### config.mk
export PLATFORM = sky130hd
export DESIGN_NAME = seq_gen
export DESIGN_NICKNAME = d
export VERILOG_FILES = /design/src/rtl/seq_pkg.sv /design/src/rtl/seq_shift.sv /design/src/rtl/seq_gen.sv
export SDC_FILE = /design/constraint.sdc
export NUM_CORES = 1
export LEC_CHECK = 0
export CAP_MARGIN = 10
export CORE_MARGIN = 3
export CORE_UTILIZATION = 55
export CTS_BUF_LIST = sky130_fd_sc_hd__clkbuf_16
export DETAILED_ROUTE_END_ITERATION = 12
export PLACE_DENSITY = 0.79
export SLEW_MARGIN = 20
export SYNTH_ARGS = -nofsm -noshare
export SYNTH_HDL_FRONTEND = slang
export SYNTH_HIERARCHICAL = 1
export SYNTH_SLANG_ARGS = --single-unit
### constraint.sdc
create_clock -name clk -period 4.2 [get_ports clk]
set_clock_uncertainty 0.05 [all_clocks]
set_input_delay 0.84 -clock clk [delete_from_list [all_inputs] [get_ports clk]]
set_output_delay 0.84 -clock clk [all_outputs]
set_load 0.005 [all_outputs]
### src/rtl/seq_pkg.sv
// Shared definitions for the sequence generator and the sequence detector:
// FSM state encoding and default parameter values.
package seq_pkg;

    localparam int W_DEF   = 8;
    localparam int GAP_DEF = 2;

    typedef enum logic [1:0] {
        ST_IDLE = 2'd0,
        ST_SEND = 2'd1,
        ST_GAP  = 2'd2,
        ST_DONE = 2'd3
    } state_t;

endpackage

### src/rtl/seq_shift.sv
// Loadable pattern register with a bit-index down-counter.
// The index points at the bit currently on the serial line; nbit is the bit
// that will be on the line after the coming edge, so the parent can register it.
module seq_shift
    import seq_pkg::*;
#(
    parameter int W = W_DEF
) (
    input  logic                 clk,
    input  logic                 res,
    input  logic                 load,
    input  logic                 adv,
    input  logic [W-1:0]         pat,
    input  logic [$clog2(W)-1:0] len,
    output logic                 nbit,
    output logic                 last
);

    localparam int LW = $clog2(W);

    logic [W-1:0]  pat_r;
    logic [W-1:0]  pat_n;
    logic [LW-1:0] len_r;
    logic [LW-1:0] idx_r;
    logic [LW-1:0] idx_n;

    // Next pattern/index: load captures a fresh pattern, advance steps down
    // and reloads from the captured length instead of wrapping below zero.
    always_comb begin
        pat_n = pat_r;
        idx_n = idx_r;
        if (load) begin
            pat_n = pat;
            idx_n = len;
        end else if (adv) begin
            idx_n = (idx_r == '0) ? len_r : idx_r - LW'(1);
        end
    end

    // Pattern, length and index registers.
    always_ff @(posedge clk) begin
        if (res) begin
            pat_r <= '0;
            len_r <= '0;
            idx_r <= '0;
        end else begin
            pat_r <= pat_n;
            idx_r <= idx_n;
            if (load)
                len_r <= len;
        end
    end

    assign nbit = pat_n[idx_n];
    assign last = (idx_r == '0);

endmodule

### src/rtl/seq_gen.sv
// Serial pattern generator: sends pat[len:0] MSB-first, rep times, with GAP
// idle cycles between repetitions, then pulses done. All outputs registered.
module seq_gen
    import seq_pkg::*;
#(
    parameter int W   = W_DEF,
    parameter int GAP = GAP_DEF
) (
    input  logic                 clk,
    input  logic                 res,
    input  logic                 start,
    input  logic [W-1:0]         pat,
    input  logic [$clog2(W)-1:0] len,
    input  logic [3:0]           rep,
    output logic                 x,
    output logic                 xv,
    output logic                 busy,
    output logic                 done
);

    state_t     state;
    state_t     state_n;
    logic [3:0] rep_r;
    logic [3:0] gap_r;
    logic       load;
    logic       adv;
    logic       nbit;
    logic       last;
    logic       x_n;
    logic       xv_n;
    logic       busy_n;
    logic       done_n;

    seq_shift #(
        .W(W)
    ) u_shift (
        .clk  (clk),
        .res  (res),
        .load (load),
        .adv  (adv),
        .pat  (pat),
        .len  (len),
        .nbit (nbit),
        .last (last)
    );

    // State register.
    always_ff @(posedge clk) begin
        if (res)
            state <= ST_IDLE;
        else
            state <= state_n;
    end

    // Next-state logic.
    always_comb begin
        state_n = state;
        case (state)
            ST_IDLE: begin
                if (start)
                    state_n = ST_SEND;
            end
            ST_SEND: begin
                if (last) begin
                    if (rep_r == 4'd1)
                        state_n = ST_DONE;
                    else if (GAP > 0)
                        state_n = ST_GAP;
                    else
                        state_n = ST_SEND;
                end
            end
            ST_GAP: begin
                if (gap_r == '0)
                    state_n = ST_SEND;
            end
            ST_DONE: state_n = ST_IDLE;
            default: state_n = ST_IDLE;
        endcase
    end

    // Output decode: shifter controls and the next values of the output flops,
    // derived from the next state so the registered outputs line up with it.
    always_comb begin
        load   = (state == ST_IDLE) && start;
        adv    = (state == ST_SEND);
        xv_n   = (state_n == ST_SEND);
        x_n    = xv_n & nbit;
        busy_n = (state_n != ST_IDLE);
        done_n = (state_n == ST_DONE);
    end

    // Repetition and gap counters.
    always_ff @(posedge clk) begin
        if (res) begin
            rep_r <= '0;
            gap_r <= '0;
        end else begin
            case (state)
                ST_IDLE: begin
                    if (start)
                        rep_r <= (rep == '0) ? 4'd1 : rep;
                end
                ST_SEND: begin
                    if (last) begin
                        rep_r <= rep_r - 4'd1;
                        if (state_n == ST_GAP)
                            gap_r <= 4'(GAP - 1);
                    end
                end
                ST_GAP: begin
                    if (gap_r != '0)
                        gap_r <= gap_r - 4'd1;
                end
                default: ;
            endcase
        end
    end

    // Registered outputs.
    always_ff @(posedge clk) begin
        if (res) begin
            x    <= 1'b0;
            xv   <= 1'b0;
            busy <= 1'b0;
            done <= 1'b0;
        end else begin
            x    <= x_n;
            xv   <= xv_n;
            busy <= busy_n;
            done <= done_n;
        end
    end

endmodule

* Yosys cells after proc, flatten, opt, wreduce, memory -nomap -nowiden
Index checks and enable logic that the tools add are counted.
Word-level totals: output and inout bits 4, bits in writable memories 0, memories kept 0, flip-flop bits (word level) 28, word-level logic and storage cells 56, latch bits 0, input bits 18, ROM bits 0
Cells by class: shift-type cells 0, $mul 0, div/mod/pow operators 0, $lt $le $gt $ge 1, bitwise gates (word level) 1, reductions and logical operators 11, add/sub/neg operators 3, muxes and demuxes 19, eq/ne operators 11
Operator list (count):
- 2-to-1 mux 4 bit | 6
- case mux 4 bit (2 select lines) | 2
- 2-to-1 mux 3 bit | 3
- equality test 2 bit (second input constant) | 4
- logical NOT 4 bit | 2
- 2-to-1 mux 8 bit | 1
- case mux 2 bit (4 select lines) | 1
- subtractor 4 x 1 -> 4 bit (second input constant) | 2
- 2-to-1 mux 2 bit | 3
- nonzero test 2 bit | 3
- equality test 2 x 1 -> 1 bit (second input constant) | 2
- equality test 4 x 1 -> 1 bit (second input constant) | 1
- < comparator 3 x 4 -> 1 bit (second input constant) | 1
- != test 2 x 1 -> 1 bit (second input constant) | 2
- != test 2 bit (second input constant) | 2
- AND reduction 4 bit | 1
- nonzero test 4 bit | 1
- binary-select mux 1 bit (select 3 bit) | 1
- logical NOT 3 bit | 1
- AND reduction 3 bit | 1
- subtractor 3 x 1 -> 3 bit (second input constant) | 1
- logical NOT 2 bit | 1
- 2-to-1 mux 1 bit | 2
- AND 1 bit | 1
- logical AND 1 bit | 1

* Logic depth before layout (Yosys ltp)
depth in word-level cells 8, mapped depth 11, depth with buffers taken out 10

* Hierarchy
The synthesis kept the hierarchy.
By module, submodules not included:
- seq_gen | times used 1, cells each 91, sequential area each 280.3 um^2, area each 870.8 um^2
- seq_shift | times used 1, cells each 93, sequential area each 280.3 um^2, area each 828.3 um^2

* Worst setup path after synthesis
Ideal clock, no wire load.
path type input port to flip-flop, start point input start, end point register x, data required time 4080 ps, arrival 2214 ps, setup slack 1866 ps, library setup time 70 ps, path buffers 2, stages on the path 10, cell sequence nor2b_1 and2_1 buf_2 clkbuf_1 nor2_1 mux2i_1 a32oi_1 mux2i_1 o211ai_1 a21oi_1
On the way: longest elaborated chain between the ends 5, elaborated cells between the ends (all ways) 9, those cells by class eq/ne (1); mux (6); bitwise (1); reduce/logical (1)
RTL lines:
- start, declared | line seq_gen.sv:11 | input logic start,
- logical AND 1 bit * | line seq_gen.sv:85 | load = (state == ST_IDLE) && start;
- named net load | line seq_gen.sv:25 | logic load;
- 2-to-1 mux 8 bit or 2-to-1 mux 3 bit (tied branches) | line seq_shift.sv:32 | if (load) begin
- binary-select mux 1 bit (select 3 bit) * | line seq_shift.sv:54 | assign nbit = pat_n[idx_n];
- 2-to-1 mux 1 bit (not written as such) * | line seq_shift.sv:54
- named net nbit | line seq_gen.sv:27 | logic nbit;
- AND 1 bit * | line seq_gen.sv:88 | x_n = xv_n & nbit;
- end signal, assigned | line seq_gen.sv:128 | x <= x_n;
- end, declared | line seq_gen.sv:15 | output logic x,
The timed path passes the listed nets; every way through them passes the cells marked *. The select of a mux whose other input is x is not followed. A chain may end at the register's enable or synchronous reset.

* Worst setup path after layout
Same ends and word-level chain as after synthesis.

==> results.py <==
metrics = {
    "pwr": {
        "p_per_area_mw_per_mm2": 463,
        "p_leak_uw": 0.000755,
        "peakVddDrop_mv": 0.294,
        "report.power.total_uw": 922,
    },
    "synthesis": {
        "synth-edff-count": 0,
        "avgSynthCellArea_sq_um": 9.23,
        "yosysWarningCount": 6,
        "yosysSeqAreaShare": 0.330,
        "syn-num-nets": 208,
        "synthCells": 184,
        "synth_seq_cells": 28,
        "yosysUniqueCellTypes": 55,
        "netlist_area_sq_mm": 0.00170,
        "synthFlopType": "dfxtp_1",
        "async_reset_ff_frac": 0,
    },
    "drt": {
        "drc": 0,
        "via_count": 1426,
        "viasPerCell": 6.12,
        "wl_per_cell_um": 16.6,
        "ant_nets": 0,
        "drt_iter0_drc": 102,
        "wl_um": 3860,
        "drtPass1Iterations": 4,
    },
    "floorplan": {
        "initial_utilization": 0.596,
        "core_area_sq_mm": 0.00285,
        "num_io_pins": 22,
        "dieArea_sq_mm": 0.00379,
        "row_count": 19,
        "die_x_um": 61.6,
        "die-height_um": 61.6,
    },
    "sta": {
        "max_slew_margin": 0.444,
        "setup_viol": 0,
        "worstMarginPinSlew_ps": 833,
        "hold_viol_final": 0,
        "timing.final.ws_setup_ps": 1030,
        "slew_viol_final": 0,
        "clock.fmax_ghz": 0.315,
        "period_share": 0.755,
        "rsz0062_at_grt": "false",
        "min_period_ps": 3170,
        "tns_ps": 0,
    },
    "global_routing": {
        "grt_max_degree": 20,
        "grt_usage": 0.223,
        "grt-ovfl-total": 0,
        "grt_first_pass_wirelength_um": 6240,
        "antenna_found_initial": 0,
        "grt_pass1_vias": 1400,
    },
    "clock_network": {
        "cts_tree": "yes",
        "cts_buffer_depth": 2,
        "htreeDepth": 1,
        "postCtsSetupRepairBufs": 0,
        "clock_latency_ps": 260,
        "ctsHoldBuffers": 0,
        "root_buffer": "clkbuf_16",
        "numCtsBuffers": 3,
        "cts_resized": 0,
        "cts.sinks": 28,
        "clk_pin_slew_ps": 70,
    },
    "critical_path": {
        "startpoint_type": "input pin",
        "path_max_fanout": 18,
        "worstSetupPathType": "input pin to flip-flop",
        "critPathRequiredTime_ps": 4290,
        "cp-end-kind": "flip-flop",
        "r2r_slack_ps": 1440,
        "arrival_ps": 3260,
    },
    "run": {
        "cap_violations": 0,
    },
    "placed_design": {
        "gp_congestion": 0.914,
        "io_buffers": 21,
        "dp_hpwl_um": 2810,
        "dp_slack_ps": 849,
    },
    "outcome": {
        "status": "complete, no violations",
    },
    "min_path": {
        "hp-class": "flip-flop to flip-flop",
    },
    "final_layout": {
        "layout-drive-gt1-share": 0.114,
        "area_growth_pct": 17.3,
        "antenna-diode-count": 0,
        "fill_cells": 223,
        "mostFrequentLayoutCells": "dfxtp_1, nor2_1, clkdlybuf4s50_1",
        "layout_commonest_cell": "dfxtp_1",
        "nets": 227,
    },
}
==> cells by family after synthesis <==
family,count (synthesis),share of synthesized area
simple gates,66,0.241
buf+inv,23,0.0611
compound gates,42,0.211
mux,19,0.113
fa+ha+maj,6,0.0442
flops,28,0.330
==> synth_stat cells, drive strengths merged, types with 2 or more instances <==
library cell,instances,share of area
nand2,7,0.015
a32oi,2,0.010
and4bb,2,0.015
clkbuf,4,0.0088
a21boi,2,0.011
ha,6,0.044
a21oi,10,0.029
nor3b,6,0.035
inv,14,0.032
nor2,22,0.049
mux2i,18,0.11
dfxtp,28,0.33
nor2b,3,0.011
o211ai,5,0.033
a2111oi,2,0.025
a31oi,4,0.015
a211oi,3,0.013
nor3,5,0.015
buf,5,0.020
nand3b,2,0.016
o31ai,2,0.0088
o311ai,2,0.015
o2111ai,2,0.010
nand2b,8,0.038
nand4,3,0.011
==> worst max-delay path: stages <==
cell and delay, ps:
clkdlybuf4s50_1 560, nor2b_1 210, and2_1 640, o31ai_1 250
or2_1 290, a32oi_1 220, mux2i_1 100, o211ai_1 80
a21oi_1 50
==> state kept, by name, summed over array words and instances (netlist names) <==
register / cells
busy: 1
u_shift/len_r: 3
u_shift/pat_r: 8
x: 1
u_shift/idx_r: 3
rep_r: 4
gap_r: 4
state: 2
xv: 1
done: 1
==> per-layer routing <==
layer	part of all wire	up-vias	GRT usage
li1	-	706	-
met1	0.44	670	0.271
met2	0.50	44	0.390
met3	0.052	6	0.0419
met4	0.014	0	0.0788
met5	0	-	0
==> where the power goes <==
| part | internal (uW) | switching, uW | total (uW) |
|---|---|---|---|
| Combinational | 169 | 189 | 358 |
| Clock | 128 | 89.4 | 217 |
| Sequential | 303 | 43.2 | 347 |
==> final timing paths <==
check	startpoint	endpoint	depth (start not counted)
hold reg to reg	u_shift/len_r[2]	u_shift/len_r[2]	2
setup reg to reg	state[1]	x	8
hold / removal	u_shift/len_r[2]	u_shift/len_r[2]	2
setup / recovery	start	x	9
==> stage by stage <==
stage               hold WS (ps)  std cells  utilization  cell area, sq um
global placement             420        229        0.671              1910
detailed placement           427        229        0.671              1910
global route                 443        233        0.699              1990
finish                       442        233        0.699              1990
CTS                          440        233        0.699              1990
floorplan                    394        184            -              1700
==> layout make-up <==
type                    instances  area [sq um]  share of cell area
multi-input cells             133          1030               0.519
flip-flops and latches         28           561               0.281
repair buffers                 23           225               0.113
clock buffers                   3          75.1              0.0377
inverters                      14          55.1              0.0276
well taps                      31          38.8              0.0195
clock inverters                 1          3.75             0.00188
(Power assumes the default switching activity.)
